$ cat config.mk
export PLATFORM = sky130hd
export DESIGN_NAME = lf_wave_gen
export DESIGN_NICKNAME = d
export VERILOG_FILES = /design/src/rtl/lf_wave_gen.sv
export SDC_FILE = /design/constraint.sdc
export NUM_CORES = 1
export LEC_CHECK = 0
export ABC_AREA = 1
export ABC_CLOCK_PERIOD_IN_PS = 8150
export CAP_MARGIN = 25
export CORE_ASPECT_RATIO = 0.6
export CORE_UTILIZATION = 45
export CTS_CLUSTER_DIAMETER = 30
export DETAILED_ROUTE_END_ITERATION = 10
export HOLD_SLACK_MARGIN = 0.02
export PLACE_DENSITY_LB_ADDON = 0.08
export SLEW_MARGIN = 5
export SYNTH_ARGS = -nofsm -noshare
export SYNTH_HDL_FRONTEND = slang
export SYNTH_SLANG_ARGS = --single-unit
$ cat constraint.sdc
create_clock -name i_clk -period 8.15 [get_ports i_clk]
set_clock_uncertainty 0.15 [all_clocks]
set_input_delay 1.2225 -clock i_clk [delete_from_list [all_inputs] [get_ports i_clk]]
set_output_delay 1.2225 -clock i_clk [all_outputs]
set_load 0.05 [all_outputs]
$ cat src/rtl/lf_wave_gen.sv
// -----------------------------------------------------------------------------
// lf_wave_gen
//
// Programmable square-wave generator, 1..9999 Hz, 50 % duty. A four-digit BCD
// frequency is converted to binary and divided into a half-period cycle count.
// That count is then played out on o_so.
//
// Flow: IDLE -> CONV (4 cycles, BCD to binary)
//            -> DIV  (1 divisor setup cycle + DIV_W restoring steps)
//            -> RUN  (toggle o_so every `half` cycles)
//
// Parameters
//   CLK_HZ : system clock frequency in Hz (20_000 .. 2^32-1)
//   DIV_W  : divider / half-period counter width
//
// Ports
//   i_clk        : system clock, all logic on the rising edge
//   i_reset      : synchronous active-high reset, priority over i_load
//   i_load       : single-cycle request to program i_freq_bcd; it is honoured
//                  in IDLE and RUN and ignored while busy
//   i_freq_bcd   : four BCD digits, [15:12] thousands .. [3:0] units, in Hz
//   o_busy       : high while converting or dividing
//   o_err        : last accepted load was rejected (bad digit or zero)
//   o_so         : square-wave output
//   o_pulse_cnt  : saturating count of o_so rising edges. This port exists
//                  only when LF_GEN_PCNT_EN is defined.
//
// Optional feature macro: LF_GEN_PCNT_EN (pulse counter and o_pulse_cnt port).
// -----------------------------------------------------------------------------
module lf_wave_gen #(
   parameter longint unsigned CLK_HZ = 100_000_000,
   parameter int unsigned     DIV_W  = 32
) (
   input  logic        i_clk,
   input  logic        i_reset,
   input  logic        i_load,
   input  logic [15:0] i_freq_bcd,
   output logic        o_busy,
   output logic        o_err,
   output logic        o_so
`ifdef LF_GEN_PCNT_EN
   ,output logic [15:0] o_pulse_cnt
`endif
);

   localparam logic [63:0]      CLK_VEC  = 64'(CLK_HZ);
   localparam logic [DIV_W-1:0] DIVIDEND = CLK_VEC[DIV_W-1:0];
   localparam int unsigned      CNT_W    = $clog2(DIV_W + 1);

   typedef enum logic [1:0] {
      S_IDLE,
      S_CONV,
      S_DIV,
      S_RUN
   } state_t;

   // ---------------------------------------------------------------------------
   // Helper functions
   // ---------------------------------------------------------------------------

   // A load is valid when every digit is 0..9 and the value is not zero.
   function automatic logic bcd_valid(input logic [15:0] bcd);
      logic ok;
      ok = (bcd != 16'h0000);
      for (int i = 0; i < 4; i++) begin
         if (bcd[4*i +: 4] > 4'd9) ok = 1'b0;
      end
      return ok;
   endfunction

   // One Horner step of the BCD conversion: f*10 + digit.
   // The running value never exceeds 9999, so 14 bits are exact.
   function automatic logic [13:0] conv_step(input logic [13:0] f,
                                             input logic [3:0]  d);
      return (f * 14'd10) + {10'b0, d};
   endfunction

   function automatic logic [15:0] sat_inc16(input logic [15:0] v);
      return (v == 16'hFFFF) ? v : v + 16'd1;
   endfunction

   // ---------------------------------------------------------------------------
   // Registers
   // ---------------------------------------------------------------------------
   state_t           r_state;
   logic [15:0]      r_bcd;        // shifts up one digit per CONV cycle
   logic [1:0]       r_digit_cnt;
   logic [13:0]      r_freq;       // binary frequency, 1..9999
   logic [14:0]      r_dvsr;       // 2*f, at most 19998
   logic             r_dvsr_vld;   // first DIV cycle only latches the divisor
   logic [DIV_W-1:0] r_num;        // dividend, consumed MSB first
   logic [14:0]      r_rem;        // partial remainder, always < r_dvsr
   logic [DIV_W-1:0] r_quo;        // quotient = half-period in cycles
   logic [CNT_W-1:0] r_div_cnt;
   logic [DIV_W-1:0] r_cnt;        // half-period phase counter
   logic             r_busy;
   logic             r_err;
   logic             r_so;
`ifdef LF_GEN_PCNT_EN
   logic [15:0]      r_pulse_cnt;
`endif

   // ---------------------------------------------------------------------------
   // Combinational helpers
   // ---------------------------------------------------------------------------
   logic             w_accept;
   logic             w_bcd_ok;
   logic [15:0]      w_rem_sh;
   logic [15:0]      w_dvsr_ext;
   logic             w_q_bit;
   logic [14:0]      w_rem_diff;
   logic             w_div_last;
   logic             w_half_done;

   assign w_accept   = i_load && ((r_state == S_IDLE) || (r_state == S_RUN));
   assign w_bcd_ok   = bcd_valid(i_freq_bcd);

   // Restoring division step: bring down the next dividend bit, subtract the
   // divisor if it fits. The remainder stays below 2^15, so the shifted value
   // fits in 16 bits. The difference is only kept when the divisor fits, so a
   // 15-bit subtraction is exact.
   assign w_rem_sh   = {r_rem, r_num[DIV_W-1]};
   assign w_dvsr_ext = {1'b0, r_dvsr};
   assign w_q_bit    = (w_rem_sh >= w_dvsr_ext);
   assign w_rem_diff = w_rem_sh[14:0] - r_dvsr;
   assign w_div_last = (r_div_cnt == CNT_W'(DIV_W - 1));

   assign w_half_done = (r_cnt == (r_quo - DIV_W'(1)));

   // ---------------------------------------------------------------------------
   // Control FSM and datapath
   // ---------------------------------------------------------------------------
   always_ff @(posedge i_clk) begin
      if (i_reset) begin
         r_state     <= S_IDLE;
         r_bcd       <= '0;
         r_digit_cnt <= '0;
         r_freq      <= '0;
         r_dvsr      <= '0;
         r_dvsr_vld  <= 1'b0;
         r_num       <= '0;
         r_rem       <= '0;
         r_quo       <= '0;
         r_div_cnt   <= '0;
         r_cnt       <= '0;
         r_busy      <= 1'b0;
         r_err       <= 1'b0;
         r_so        <= 1'b0;
`ifdef LF_GEN_PCNT_EN
         r_pulse_cnt <= '0;
`endif
      end else if (w_accept) begin
         // An accepted load always restarts from scratch. This happens whether
         // the load is valid or rejected, and in either case the old setting
         // is dropped.
         r_bcd       <= i_freq_bcd;
         r_digit_cnt <= '0;
         r_freq      <= '0;
         r_dvsr_vld  <= 1'b0;
         r_div_cnt   <= '0;
         r_cnt       <= '0;
         r_so        <= 1'b0;
`ifdef LF_GEN_PCNT_EN
         r_pulse_cnt <= '0;
`endif
         if (w_bcd_ok) begin
            r_state <= S_CONV;
            r_busy  <= 1'b1;
            r_err   <= 1'b0;
         end else begin
            r_state <= S_IDLE;
            r_busy  <= 1'b0;
            r_err   <= 1'b1;
         end
      end else begin
         unique case (r_state)
            S_IDLE: begin
               r_so <= 1'b0;
            end

            // BCD to binary, most significant digit first
            S_CONV: begin
               r_freq      <= conv_step(r_freq, r_bcd[15:12]);
               r_bcd       <= {r_bcd[11:0], 4'h0};
               r_digit_cnt <= r_digit_cnt + 2'd1;
               if (r_digit_cnt == 2'd3) begin
                  r_state    <= S_DIV;
                  r_num      <= DIVIDEND;
                  r_rem      <= '0;
                  r_quo      <= '0;
                  r_div_cnt  <= '0;
                  r_dvsr_vld <= 1'b0;
               end
            end

            // half = floor(CLK_HZ / (2*f)), one quotient bit per cycle
            S_DIV: begin
               if (!r_dvsr_vld) begin
                  r_dvsr     <= {r_freq, 1'b0};
                  r_dvsr_vld <= 1'b1;
               end else begin
                  r_num     <= {r_num[DIV_W-2:0], 1'b0};
                  r_rem     <= w_q_bit ? w_rem_diff : w_rem_sh[14:0];
                  r_quo     <= {r_quo[DIV_W-2:0], w_q_bit};
                  r_div_cnt <= r_div_cnt + CNT_W'(1);
                  if (w_div_last) begin
                     r_state <= S_RUN;
                     r_busy  <= 1'b0;
                     r_so    <= 1'b1;
                     r_cnt   <= '0;
`ifdef LF_GEN_PCNT_EN
                     r_pulse_cnt <= sat_inc16(r_pulse_cnt);
`endif
                  end
               end
            end

            // Playback: toggle after `half` cycles in each phase
            S_RUN: begin
               if (w_half_done) begin
                  r_cnt <= '0;
                  r_so  <= ~r_so;
`ifdef LF_GEN_PCNT_EN
                  if (!r_so) r_pulse_cnt <= sat_inc16(r_pulse_cnt);
`endif
               end else begin
                  r_cnt <= r_cnt + DIV_W'(1);
               end
            end

            default: begin
               r_state <= S_IDLE;
               r_busy  <= 1'b0;
               r_so    <= 1'b0;
            end
         endcase
      end
   end

   assign o_busy = r_busy;
   assign o_err  = r_err;
   assign o_so   = r_so;
`ifdef LF_GEN_PCNT_EN
   assign o_pulse_cnt = r_pulse_cnt;
`endif

endmodule

# After elaboration in Yosys (flattened, before gate mapping)
# Cells that the tools add are included.
[classes]
n_eq_ne = 13
mul = 1
reduce_logical = 21
magnitude_cmp = 5
mux = 41
bitwise_logic = 3
add_sub_neg = 6
[ops]
columns = ["cell", "count"]
rows = [
  ["32-bit 2-to-1 mux", 7],
  ["32-bit one-hot mux with 2 select lines", 3],
  ["15-bit 2-to-1 mux", 3],
  ["32-bit by 1-bit adder with 32-bit output (second input constant)", 1],
  ["32-bit == test", 1],
  ["16-bit 2-to-1 mux", 2],
  ["32-bit by 1-bit subtractor with 32-bit output (second input constant)", 1],
  ["15-bit one-hot mux with 2 select lines", 1],
  ["16-bit by 15-bit greater-or-equal comparator with 1-bit output", 1],
  ["4-bit > comparator (second input constant)", 4],
  ["16-bit nonzero test", 1],
  ["1-bit 2-to-1 mux", 15],
  ["15-bit subtractor", 1],
  ["14-bit by 4-bit adder with 14-bit output", 1],
  ["14-bit by 3-bit multiplier with 13-bit output (second input constant)", 1],
  ["6-bit 2-to-1 mux", 2],
  ["6-bit one-hot mux with 2 select lines", 1],
  ["3-bit AND reduction", 4],
  ["4-bit AND reduction", 3],
  ["2-bit nonzero test", 6],
  ["3-bit inequality test (second input constant)", 3],
  ["2-bit 2-to-1 mux", 4],
  ["2-bit inequality test (second input constant)", 4],
  ["6-bit by 1-bit adder with 6-bit output (second input constant)", 1],
  ["other kinds (14)", 19],
]
[word_totals]
register_bits = 169
wordCells = 104
input_bits = 19

# Longest topological paths before layout
[depth]
ltp_word = 7
depth_mapped = 20

# Worst setup path before layout
# OpenSTA, ideal clock, no wires.
[synth_timing]
path_type = "reg-to-reg"
from = "register r_freq[1]"
to = "register r_freq[13]"
path_slack_ps = 5445
required_ps = 7891
stages_incl_launch_ff = 15
setup_time_ps = 109
t_arrival_ps = 2446
cell_sequence = "dfxtp_1 -> ha_1 -> ha_1 -> inv_1 -> fa_1 -> o21ai_0 -> a21oi_1 -> o21ai_0 -> xor2_1 -> nor3_1 -> nand2_1 -> nand2_1 -> nand3_1 -> nand2_1 -> inv_1"
[synth_via]
elab_chain_len = 2
[synth_rtl]
columns = ["item", "line_no", "text"]
rows = [
  ["start, declared", "88", "logic [13:0] r_freq;"],
  ["start signal, assigned", "183", "r_freq <= conv_step(r_freq, r_bcd[15:12]);"],
  ["14-bit by 3-bit multiplier with 13-bit output", "75", "return (f * 14'd10) + {10'b0, d};"],
  ["14-bit by 4-bit adder with 14-bit output", "75", ""],
]
# Every way passes these cells.
# A chain may end at the register's enable or synchronous reset.

# Final worst setup path
[layout_timing]
from = "register r_quo[0]"
to = "register r_cnt[30]"
[layout_via]
elab_chain_len = 4
[layout_rtl]
columns = ["item", "line_no", "text"]
rows = [
  ["start, declared", "93", "logic [DIV_W-1:0] r_quo;"],
  ["start signal, assigned", "204", "r_quo <= {r_quo[DIV_W-2:0], w_q_bit};"],
  ["32-bit by 1-bit subtractor with 32-bit output", "128", "assign w_half_done = (r_cnt == (r_quo - DIV_W'(1)));"],
  ["32-bit == test", "128", ""],
  ["32-bit 2-to-1 mux", "220", "if (w_half_done) begin"],
  ["32-bit one-hot mux with 2 select lines", "176", "unique case (r_state)"],
  ["end signal, assigned", "227", "r_cnt <= r_cnt + DIV_W'(1);"],
  ["end, declared", "95", "logic [DIV_W-1:0] r_cnt;"],
]
# Every way passes these cells.

==> flow_summary.yaml <==
timing:
  finalSetupTns_ns: 0
  timing.final.ws_setup_ns: 4.24
  report.final.slew_viol_count: 0
  rsz0062_at_grt: "false"
  whs_ns: 0.311
  report.final.hold_viol_count: 0
  max_slew_margin_pct: 32.7
  fin_crit_sh_pct: 48.0
  min_period_ns: 3.91
  fmax_mhz: 256
  setup_viol: 0
  worst_pin_slew_ns: 1.00
place:
  dp_slack_ns: 3.69
  placed_cells: 1600
  hpwl_um: 16700
  routabilityCongestion: 0.888
  io_buffers: 21
clocking:
  clk-insertion-delay-late_ns: 0.43
  cts_root_buffer: "clkbuf_16"
  cts.repair.resized: 0
  cts_tree: "done"
  h-tree-depth: 4
  clock-sinks: 161
  numCtsBuffers: 17
  cts.path.max_buffers: 2
  clk_pin_slew_ns: 0.06
  cts_setup_buffers: 0
  hold_buffers: 0
floorplanning:
  die_area_sq_um: 21300
  core-area_sq_um: 20100
  initial_core_util_pct: 46.2
  fp-row-count: 40
  die_w_um: 188
  die_y_um: 113
  design.portCount: 22
logic_synthesis:
  synth_edf_count: 0
  synth_area_leaders: "dfxtp_1 (35%), nand2_1 (14%), a21oi_1 (8.0%), ha_1 (5.9%), inv_1 (5.7%)"
  async_flop_share_pct: 0
  yosys.area.top_type: "dfxtp_1"
  synth_top_area_share_pct: 34.7
  netlist_instances: 1347
  synth.cells.most_frequent: "nand2_1 (339), dfxtp_1 (161), a21oi_1 (148)"
  yosysWarnings: 0
  synth.avg_cell_area_sq_um: 6.91
  synth-main-ff-cell: "dfxtp_1"
  ys_seq_elements: 161
  syn_nets: 1413
  netlist_area_sq_um: 9300
  ys_seq_area_share_pct: 34.7
  yosys.cell_types.count: 43
  yosysMostFrequentCell: "nand2_1"
critical_path:
  path_cells: "inv_1, ha_1, nand3_1, nor2_2, nand2_1, nand2_1, nand2_1, inv_1, nand3_1, nor2_1, nand3_1, nor2_2, nand3_2, nand2_2, nand2_2, nand2_4, nor2_1"
  cp_top_family: "simple AND/OR/NAND/NOR gates"
  crit_type: "reg -> reg"
  slowest_delay_ns: 0.51
  reg2reg_slack_ns: 4.24
  crit_fanout: 31
  cp_num_buf_inv: 2
  cp-end-kind: "register"
  endpoint: "r_cnt[30]"
  path_depth: 17
  required_ns: 8.30
  crit_slowest_cell: "nor2_2"
  ff2ff_path_depth: 17
  crit_start: "r_quo[0]"
  worstPathArrival_ns: 4.06
  r2r-start: "r_quo[0]"
  worst_r2r_endpoint: "r_cnt[30]"
  worstSetupStartpointType: "register"
routing:
  wl_um: 22700
  drtAntennaViolNets: 0
  drc: 0
  drt_iter0_markers: 615
  dr.pass1.iters: 5
  routed-via-count: 8284
  via_per_inst: 5.07
  routedWlPerCell_um: 13.9
global_route:
  grt.total_usage_pct: 22.5
  grt_use_met3_pct: 4.06
  grt_pass1_wl_um: 38500
  overflow: 0
  antenna_found_initial: 0
  met1_usage_pct: 37.2
  grt_pass1_vias: 7396
  grt_max_degree: 81
  use_met2_pct: 29.0
  grt_busiest_layer: "met1"
power:
  ir_worst_vdd_mv: 0.166
  powerDensity_nw_per_um2: 165
  switchingPower_mw: 0.403
  p_total_mw: 1.69
  p_sw_share_pct: 23.9
  pwr-share-comb_pct: 5.4
  internal-power_mw: 1.29
  seqPwrFrac_pct: 47.7
  leakage_nw: 4.23
  clkPwrFrac_pct: 47.0
outcome:
  status: "finished, final reports clean"
cells_and_area:
  fillers: 2055
  drive_gt1_share_pct: 5.80
  diodes: 0
  fin_cells: 1634
  syn_to_final_growth_pct: 10.3
  fin_nets: 1414
hold_path:
  hp-class: "reg -> reg"
flow_run:
  drv_cap: 0
## layout by cell type, fill, tap and decap left out, types with 3 or more instances in the layout
cell type        count
nand2_1            339
dfxtp_1            161
a21oi_1            148
inv_1              141
nor2_1             124
o21ai_0             78
nand3_1             49
xor2_1              47
ha_1                44
xnor2_1             30
nor2_2              29
nor3_1              21
clkdlybuf4s50_1     20
nand4_1             18
clkbuf_16           17
o22ai_1             14
nand3b_1             9
nor4_1               7
a31oi_1              5
nand2_2              5
clkbuf_1             5
buf_4                4
nor2_4               3
fa_1                 3
## layout make-up
cell class / instances / area (sq um) / share of cell area (%)
well taps: 273 / 342 / 3.33
flip-flops and latches: 161 / 3220 / 31.4
inverters: 145 / 544 / 5.31
multi-input cells: 996 / 5310 / 51.8
clock buffers: 22 / 444 / 4.33
clock inverters: 10 / 126 / 1.23
repair buffers: 27 / 267 / 2.60
## flip-flops by register name (all words and copies together) (netlist names)
signal and flops:
r_dvsr_vld 1, r_div_cnt 6, r_cnt 32, r_bcd 16, o_err 1, r_freq 14, o_so 1, r_state 2
r_num 24, o_busy 1, r_quo 32, r_digit_cnt 2, r_dvsr 14, r_rem 15
## worst min-delay path by stage
stage	start	endpoint	slack, ns	cells past startpoint
after floorplan	r_bcd[9]	r_bcd[13]	0.28	2
after global placement	r_num[30]	r_num[30]	0.30	2
after detailed placement	r_bcd[9]	r_bcd[13]	0.30	2
after CTS	r_bcd[12]	r_freq[0]	0.32	2
after global routing	r_num[19]	r_num[19]	0.33	2
final	r_num[27]	r_num[27]	0.31	2
## per-layer routing
layer | vias to the layer above | part of all wire (%) | routed length (um)
li1 | 4374 | - | -
met1 | 3754 | 59 | 13400
met3 | 13 | 3.7 | 844
met4 | 0 | 0.70 | 158
met5 | - | 0 | 0
met2 | 143 | 36 | 8250
## stage by stage
stage	util, %	area [sq um]
floorplan	-	9300
global placement	48.0	9660
detailed placement	48.0	9660
CTS	50.8	10200
global route	51.0	10300
finish	51.0	10300
## power by group through the flow
stage / combinational, mW / sequential, mW / clock, mW
floorplan: 0.0636 / 0.823 / 0
global placement: 0.0898 / 0.823 / 0
detailed placement: 0.0900 / 0.823 / 0
CTS: 0.0906 / 0.805 / 0.812
global route: 0.102 / 0.806 / 0.848
finish: 0.0905 / 0.805 / 0.793
## kinds of logic (layout without fill, tap and decap cells)
group | count (synthesis) | after routing | synth area share, %
and+or+nand+nor | 615 | 615 | 28.4
AOI/OAI and AO/OA | 254 | 254 | 14.2
buffers and inverters | 190 | 204 | 8.33
DFF | 161 | 161 | 34.7
xor gates and xnor gates | 80 | 80 | 7.91
adders and majority gates | 47 | 47 | 6.56
## worst min-delay path, stage by stage, from the launching register on
cell,delay [ns]
dfxtp_1,0.31
nand2_1,0.06
a21oi_1,0.05
Note: power is estimated with default switching activity, not from simulation.
==> RTL change: new RTL, same settings <==
Register the inputs `i_load` and `i_freq_bcd` before use, without a reset. The logic sees them one clock later. Comments in the files are not updated.
--- a/src/rtl/lf_wave_gen.sv
+++ b/src/rtl/lf_wave_gen.sv
@@ -54,4 +54,12 @@
       S_RUN
    } state_t;
+
+   logic i_load_q;
+   logic [15:0] i_freq_bcd_q;
+
+   always_ff @(posedge i_clk) begin
+      i_load_q     <= i_load;
+      i_freq_bcd_q <= i_freq_bcd;
+   end
 
    // ---------------------------------------------------------------------------
@@ -113,6 +121,6 @@
    logic             w_half_done;
 
-   assign w_accept   = i_load && ((r_state == S_IDLE) || (r_state == S_RUN));
-   assign w_bcd_ok   = bcd_valid(i_freq_bcd);
+   assign w_accept   = i_load_q && ((r_state == S_IDLE) || (r_state == S_RUN));
+   assign w_bcd_ok   = bcd_valid(i_freq_bcd_q);
 
    // Restoring division step: bring down the next dividend bit, subtract the
@@ -154,5 +162,5 @@
          // the load is valid or rejected, and in either case the old setting
          // is dropped.
-         r_bcd       <= i_freq_bcd;
+         r_bcd       <= i_freq_bcd_q;
          r_digit_cnt <= '0;
          r_freq      <= '0;
Behaviour: not the same (a bounded check fails within 4 cycles, from zero or initial values and one cycle with i_reset high).
==> RTL change against the unedited design <==
  * Setup slack better by 20 ps
  * Sequential cell count up 17
  * Routed wire length up 8.1%
  * Highest routed layer unchanged
  * Synthesized area up 5.2%
  * Design area up 4.8%
  * Critical path depth down 4
  * Critical path type unchanged
Power is not compared: it rests on default switching activity, and its combinational part moved more than twofold at a synthesized area within 25%.
==> RTL change: results (changes against the unedited design) <==
Finish
  • Layout cell share with drive strength beyond 1: 5.54% (-0.27 points)
  • Antenna cells: 0 (unchanged)
  • Largest regs: r_cnt (32), r_quo (32), r_num (24)
  • Fillers: 2166 (+5.4%)

Synth
  • Ranking of synthesized cells by area: dfxtp_1 (36%), nand2_1 (14%), a21oi_1 (7.9%)
  • Syn. warnings: 0 (unchanged)
  • Post-synth ARST share: 0% (unchanged)
  • Post-Synth XOR/XNOR Area: 6.62% (-1.3 points)
  • Sequential share of the synthesized area: 36.4% (+1.8 points)
  • Most frequent cells after synthesis: nand2_1 (366), dfxtp_1 (178), a21oi_1 (155)
  • Post-Synth Adder-Cell Area: 6.24% (-0.32 points)
  • Cell variety after synth: 43 (unchanged)
  • Prevailing post-synth register cell: dfxtp_1
  • Post-synthesis compound-gate area fraction: 13.9% (-0.28 points)
  • Post-synthesis mux area share: 0% (unchanged)
  • Syn Nets: 1480 (+4.7%)

Clock tree
  • Root Buffer: clkbuf_16
  • Setup Buffers After CTS: 0 (unchanged)
  • CTS clk-pin slew, worst paths: 70 ps
  • Clock Tree Buf Depth: 2 (unchanged)
  • H-tree level count: 4 (unchanged)
  • CTS resizes: 0 (unchanged)
  • CTS Buf Count: 17 (unchanged)
  • Worst-skew pair later-pin latency: 430 ps (about the same)

Route
  • Vias per inst: 5.08 (+0.20%)
  • Pre-Repair DR Iteration Count: 5 (unchanged)
  • Initial drt markers: 740 (+20%)
  • DRT Wirelength: 24500 um (+8.1%)

Status
  • Status: completed

Placed design
  • Post-DP HPWL: 18200 um (+8.4%)
  • Gpl congestion: 0.993 (+12%)
  • PortBufs: 21 (unchanged)

Worst hold path
  • Min-Delay Path Class: reg -> reg

Critical path
  • CP Launch Type: flop
  • Worst-path maximum fanout: 72 (+130%)
  • Reg2reg path depth: 13 (-4)
  • Crit-path max cell delay: 690 ps (+180 ps)
  • R2R Path Start: r_state[1]
  • Worst reg2reg setup slack: 4260 ps (+20 ps)
  • CP max stage cell: ha_1
  • Top Family by Delay on Critical Path: buffers and inverters
  • Crit. End Element: flop
  • Crit path DAT: 4020 ps (-40 ps)
  • R2r endpoint: r_rem[3]

GRT
  • Vias in the first global route: 7468 (+0.97%)
  • First-pass GRT wire length: 39800 um (+3.4%)
  • Initial antenna violation count: 0 (unchanged)
  • Largest net degree at the start of global routing: 76 (-6.2%)
  • Tot GR Track Use: 23.0% (+0.50 points)

STA
  • Slew margin rel.: 40.3% (+7.7 points)

Power and ir drop
  • LEAKAGE: 4.57 nW
  • Peak supply drop: 0.239 mV
## RTL change: how the worst min path moves through the flow
stage / startpoint / endpoint / slack, ps / cells past startpoint
after global routing: r_num[9] / r_num[10] / 320 / 2
final: r_bcd[10] / r_bcd[14] / 310 / 2
after detailed placement: r_bcd[12] / r_freq[0] / 300 / 2
after floorplan: r_num[15] / r_num[16] / 280 / 2
after CTS: r_num[9] / r_num[10] / 310 / 2
after global placement: r_bcd[12] / r_freq[0] / 300 / 2
## RTL change: area by class of cell
| class | instances | area share, % |
|---|---|---|
| Multi-Input combinational cell | 1038 | 50.6 |
| Timing Repair Buffer | 27 | 2.51 |
| Clock buffer | 20 | 4.25 |
| Tap cell | 279 | 3.25 |
| Sequential cell | 178 | 33.1 |
| Clock inverter | 12 | 0.908 |
| Inverter | 152 | 5.31 |
## RTL change: stage by stage
stage	std cells	hold WS [ps]	instance area [um2]	setup slack, ps	total power [W]
2_1_floorplan	1414	279	9790	5530	0.00202
6_report	1706	313	10800	4260	0.00307
3_5_place_dp	1673	300	10200	3400	0.00228
5_1_grt	1706	322	10800	3870	0.00333
4_1_cts	1705	314	10700	3410	0.00307
3_3_place_gp	1673	297	10200	3470	0.00228
## RTL change: metal layers
layer | global-route usage [%] | vias up | share of wire, % | wire length [um]
met3 | 6.64 | 10 | 7.4 | 1820
met4 | 4.25 | 0 | 0.51 | 126
li1 | - | 4560 | - | -
met2 | 27.0 | 212 | 34 | 8440
met1 | 38.8 | 3884 | 58 | 14100
met5 | 0 | - | 0 | 0
## RTL change: where the power goes
part / internal (W) / switching, W
Combinational: 0.000393 / 0.000846
Sequential: 0.000977 / 0.0000662
Clock: 0.000413 / 0.000372
## RTL change: worst min-delay path: stages (launching register included)
cell	delay, ps
dfxtp_1	310
nand2_1	60
a21oi_1	50
